--- config.mk ---
export PLATFORM = sky130hd
export DESIGN_NAME = four_bit_adder
export DESIGN_NICKNAME = d
export VERILOG_FILES = /design/src/rtl/four_bit_adder.sv
export SDC_FILE = /design/constraint.sdc
export NUM_CORES = 1
export LEC_CHECK = 0
export CORE_AREA = 5 5 42 44
export CTS_BUF_LIST = sky130_fd_sc_hd__clkbuf_4
export DETAILED_ROUTE_END_ITERATION = 12
export DIE_AREA = 0 0 47 49
export DONT_BUFFER_PORTS = 1
export PLACE_DENSITY = 0.37
export REMOVE_ABC_BUFFERS = 1
export SETUP_SLACK_MARGIN = 0.3
export SLEW_MARGIN = 30
export SYNTH_ARGS = -nofsm -noshare
export SYNTH_HDL_FRONTEND = slang
export SYNTH_SLANG_ARGS = --single-unit
--- constraint.sdc ---
create_clock -name clk -period 1.5 [get_ports clk]
set_clock_uncertainty 0.1 [all_clocks]
set_input_delay 0.075 -clock clk [delete_from_list [all_inputs] [get_ports clk]]
set_output_delay 0.075 -clock clk [all_outputs]
set_load 0.05 [all_outputs]
--- src/rtl/four_bit_adder.sv ---
// four_bit_adder: 4-bit ripple-carry adder, a + b + cin, with registered,
// valid-qualified outputs and one cycle of latency.
// Ports:
//   clk, rst (async, active-high)
//   in_valid, a[3:0], b[3:0], cin  -- operands, sampled on rising clk
//   s0..s3, co                     -- registered sum bits and carry-out
//   out_valid                      -- high for one cycle per loaded result
//   ovf                            -- signed overflow, only with
//                                     FOUR_BIT_ADDER_OVF_EN defined
module four_bit_adder (
    input  logic       clk,
    input  logic       rst,
    input  logic       in_valid,
    input  logic [3:0] a,
    input  logic [3:0] b,
    input  logic       cin,
    output logic       s0,
    output logic       s1,
    output logic       s2,
    output logic       s3,
    output logic       co,
`ifdef FOUR_BIT_ADDER_OVF_EN
    output logic       ovf,
`endif
    output logic       out_valid
);

    // c[i] is the carry into stage i; c[4] is the carry-out.
    logic [4:0] c;
    logic [3:0] sum_c;

    always_comb begin
        c     = '0;
        sum_c = '0;
        c[0]  = cin;
        for (int i = 0; i < 4; i++) begin
            sum_c[i] = a[i] ^ b[i] ^ c[i];
            c[i+1]   = (a[i] & b[i]) | (c[i] & (a[i] ^ b[i]));
        end
    end

    logic [3:0] sum_q, sum_d;
    logic       co_q, co_d;
    logic       out_valid_q, out_valid_d;

    // Result registers hold on idle cycles; only the valid flag drops.
    always_comb begin
        sum_d       = sum_q;
        co_d        = co_q;
        out_valid_d = 1'b0;
        if (in_valid) begin
            sum_d       = sum_c;
            co_d        = c[4];
            out_valid_d = 1'b1;
        end
    end

    always_ff @(posedge clk or posedge rst) begin
        if (rst) begin
            sum_q       <= '0;
            co_q        <= 1'b0;
            out_valid_q <= 1'b0;
        end else begin
            sum_q       <= sum_d;
            co_q        <= co_d;
            out_valid_q <= out_valid_d;
        end
    end

`ifdef FOUR_BIT_ADDER_OVF_EN
    // Signed overflow: carry into the sign bit differs from carry out of it.
    logic ovf_q, ovf_d;

    always_comb begin
        ovf_d = ovf_q;
        if (in_valid) begin
            ovf_d = c[3] ^ c[4];
        end
    end

    always_ff @(posedge clk or posedge rst) begin
        if (rst) begin
            ovf_q <= 1'b0;
        end else begin
            ovf_q <= ovf_d;
        end
    end

    assign ovf = ovf_q;
`endif

    assign s0        = sum_q[0];
    assign s1        = sum_q[1];
    assign s2        = sum_q[2];
    assign s3        = sum_q[3];
    assign co        = co_q;
    assign out_valid = out_valid_q;

endmodule

== Yosys cells after proc, flatten, opt, wreduce, memory -nomap -nowiden ==
Cells that the tools add are included.

* Flip-flop bits (word level): 6
* Word-level logic and storage cells: 24

* Muxes and demuxes: 1
* Bitwise gates (word level): 20

{| class="wikitable"
|+ Operators with widths
! kind !! number
|-
| $and 1x1->1 || 8
|-
| $xor 1x1->1 || 8
|-
| $or 1x1->1 || 4
|-
| $mux 1 || 1
|}

== Logic depth before layout (Yosys ltp) ==
* Depth after elaboration: 9
* Depth in mapped cells: 8
* Gate-level depth less buffers: 8

== Worst setup path after synthesis ==
OpenSTA, ideal clock, no wires.

* Path kind: input -> register
* Start: in a[0]
* End: reg sum_q[3]
* Data arrival time: 1.648 ns
* Data required time: 1.321 ns
* Path slack: -0.328 ns
* Stages on the path: 8
* Path buffers: 0
* Path through: fa_1 -> inv_1 -> fa_1 -> inv_1 -> fa_1 -> inv_1 -> fa_1 -> mux2i_1

* Cells in the longest elaborated chain, start to end: 8
* Elaborated cells on any way between the ends: 9
* Those cells by class: bitwise: 9

{| class="wikitable"
|+ RTL lines
! item !! line !! source
|-
| from (decl) || 14 || <nowiki>input logic [3:0] a,</nowiki>
|-
| $xor 1x1->1 || 38 || <nowiki>c[i+1] = (a[i] & b[i]) | (c[i] & (a[i] ^ b[i]));</nowiki>
|-
| $and 1x1->1 || 38 ||
|-
| $or 1x1->1 (*) || 38 ||
|-
| $and 1x1->1 (*) || 38 ||
|-
| $or 1x1->1 (*) || 38 ||
|-
| $and 1x1->1 (*) || 38 ||
|-
| $or 1x1->1 (*) || 38 ||
|-
| $xor 1x1->1 (*) || 37 || <nowiki>sum_c[i] = a[i] ^ b[i] ^ c[i];</nowiki>
|-
| to (signal assigned) || 64 || <nowiki>sum_q <= sum_d;</nowiki>
|-
| to (decl) || 42 || <nowiki>logic [3:0] sum_q, sum_d;</nowiki>
|}

Mark *: on every way between the ends. The rest lies on a longest branch, timed or not.
A chain may end at the register's enable or synchronous reset.

== Worst setup path in the final report ==
Same ends and word-level chain as after synthesis.

==> summary.txt <==
Outcome
  – Status: finished, violations left
  – Failing checks: negative hold slack, negative setup slack

Global route
  – Initial antenna violation count: 0
  – First-pass GRT wire length: 1000 µm
  – Met2 global-route usage: 8.14%
  – Largest net degree at the start of global routing: 8
  – Global route hottest layer: met4
  – GRT Total Usage: 6.77%
  – M3 GR Usage: around 2.6%
  – Number of global-route vias before repair: about 250
  – Grt total ovfl: 0
  – Met1 global-route usage: about 7%

Critical path
  – Worst-path fanout max: 1
  – CP required: 1.56 ns
  – Crit path DAT: 1.64 ns
  – WS Path Type: in2reg
  – Worst reg2reg path depth: 1
  – Critical Path Start Type: primary input
  – Kind of end point of the critical path: register

Place
  – GPL Wtd Cong: 0.558
  – Post-Place Cells: 47
  – Post-place setup slack: -0.415 ns
  – Port Buffer Count: 0
  – HPWL after DPL: 498 µm

Final layout
  – Nets: 53
  – Most frequent cells in the layout: 7 x inv_1, 6 x dfrtp_1, 5 x buf_4
  – Layout area overhead: 26.7%
  – Antenna diodes: 0
  – Register area: 150 µm²
  – Multi-input gate area: approximately 150 µm²
  – Utilization after layout: a little under a third
  – Finished Layout Cells: between 50 and 60
  – Layout cells sized above 1: between 40 and 50%
  – Fillers: 158
  – Most common cell after layout, fill and taps aside: inv_1

Clock network
  – CTS tree: done
  – Worst skew pair latency: approximately 0.24 ns
  – H-tree depth: 1
  – # hold bufs at CTS: 1
  – Root cell of the clock tree: clkbuf_4
  – Deepest clock path buffer count: 2
  – Num Clock Sinks: 6
  – Inserted Clock Buffers: 3
  – Clock slew at reported path FFs: 0.04 ns

STA
  – FMAX: 635 MHz
  – Relative slew margins: 70.2%
  – Setup TNS: -0.0750 ns
  – Hold_ws: -0.240 ns
  – Period utilisation layout: 105%
  – Final Hold Viols: 6
  – Worst setup margin: -0.0750 ns
  – Crit path time final: 1.58 ns
  – Setup violators final: 1
  – Unrepaired setup endpoints after global routing: true
  – Worst-Margin Slew: 0.447 ns
  – Slew Limit Fails: 0

Synthesis
  – Ys Warns: 0
  – Sequential area share after synthesis: 44.4%
  – Area leader, netlist: dfrtp_1
  – Top cells by area, synth: dfrtp_1 44%, fa_1 24%, inv_1 11%
  – Mapped cell area: 338 µm²
  – Share of Yosys cell area claimed by the top area cell type: 44.4%
  – Gate Count Post-Synth: 27
  – Flops & latches, synth: 6
  – Syn avg cell area: 12.5 µm²
  – Yosys cell types: 8

Power
  – VDD IR max: 0.000356 V
  – Total Power: 0.000576 W
  – Switching share of power: 37.6%
  – Clock power frac: 25.1%
  – Comb pwr share: between 30% and 40%
  – Psw: ~0.00022 W
  – Sequential Power Share: about 37%
  – Pint: roughly 0.00036 W
  – Lkg Pwr: about 0.22 nW
  – Pwr/cell area: 1350 nW/µm²

Die
  – Core ar.: 1400 µm²
  – Boundary Pins: 18
  – Die Y: 49 µm
  – Row count: 14
  – Initial Util: between 20% and 30%
  – Die extent in x: approximately 47 µm
  – Die area: 2300 µm²

Detailed routing
  – DR vias: 197
  – Number of nets with antenna violations after routing: 0
  – Avg Vias per Cell: 3.86
  – Initial DRC Count: 0
  – DRT Pass-1 Iters: 1
  – Final WL: just under 600 µm
  – Post-DR wirelength/cell: 11.6 µm
  – DR DRC count: 0

Hold path
  – Hold-critical path depth: 0
  – Worst Hold Class: in2reg

Job
  – Max Cap Violations: 0
[state kept, by name, summed over array words and instances, names as in the netlist]
name       count
sum_q          4
out_valid      1
co             1
[Yosys cell counts]
cell / instances
dfrtp_1: 6
fa_1: 4
buf_6: 1
a21oi_1: 1
mux2_4: 2
inv_1: 10
mux2i_1: 2
nor2_1: 1
[repair_timing]
action	in CTS	in global routing
resized for setup	6	1
buffers inserted	0	0
setup endpoints to repair	3	3
pin swaps	3	2
gates cloned	0	0
endpoints found under the hold margin	12	6
[critical path, stage by stage]
cell and delay [ns]:
fa_2 0.36, inv_2 0.06, fa_2 0.18, inv_2 0.04, fa_2 0.32, inv_2 0.06
fa_1 0.41, mux2i_1 0.14
[layout make-up]
type                       instances  share of cell area (%)
clock buffer                       3                    5.26
inverter                          10                    8.77
multi-input combinational         10                    35.1
sequential                         6                    35.1
tap                               16                    4.68
timing repair buffer               6                    11.1
[worst paths after layout]
check	slack, ns	startpoint	endpoint
setup / recovery	-0.08	a[0]	sum_q[3]$_DFFE_PP0P_
hold / removal	-0.24	in_valid	out_valid$_DFF_PP0_
setup reg to reg	0.64	sum_q[0]$_DFFE_PP0P_	sum_q[0]$_DFFE_PP0P_
hold reg to reg	0.41	sum_q[2]$_DFFE_PP0P_	sum_q[2]$_DFFE_PP0P_
max in group asynchronous	1.02	rst	sum_q[2]$_DFFE_PP0P_
min in group asynchronous	0.09	rst	out_valid$_DFF_PP0_
[stage by stage]
stage / hold slack [ns] / cell area, µm²
final: -0.240 / 428
after global routing: -0.254 / 428
after CTS: -0.247 / 424
after detailed placement: -0.206 / 384
after global placement: -0.212 / 384
after floorplan: -0.234 / 327
[per-layer routing]
metal  part of all wire (%)  vias to the layer above  wire length, µm
li1                       -                       91                -
met5                      0                        -                0
met3                     11                        4               64
met1                     36                       88              216
met4                    7.3                        0               43
met2                     45                       14              269
[power by group through the flow]
stage,Combinational [W],Clock (W),Sequential (W)
2_1_floorplan,0.0000550,0,0.000312
4_1_cts,0.000221,0.000151,0.000213
3_3_place_gp,0.000212,0,0.000214
5_1_grt,0.000234,0.000164,0.000218
3_5_place_dp,0.000215,0,0.000215
6_report,0.000220,0.000145,0.000212
[logic make-up (layout without fill, tap and decap cells)]
kind of cell	after synthesis	in the layout	share of synthesized area, %
AOI/OAI and AO/OA	1	1	1.48
buffers and inverters	11	19	14.4
DFF	6	6	44.4
and+or+nand+nor	1	1	1.11
muxes	4	4	14.8
adders and majority gates	4	4	23.7
No activity file was read; power rests on OpenSTA's default activity.
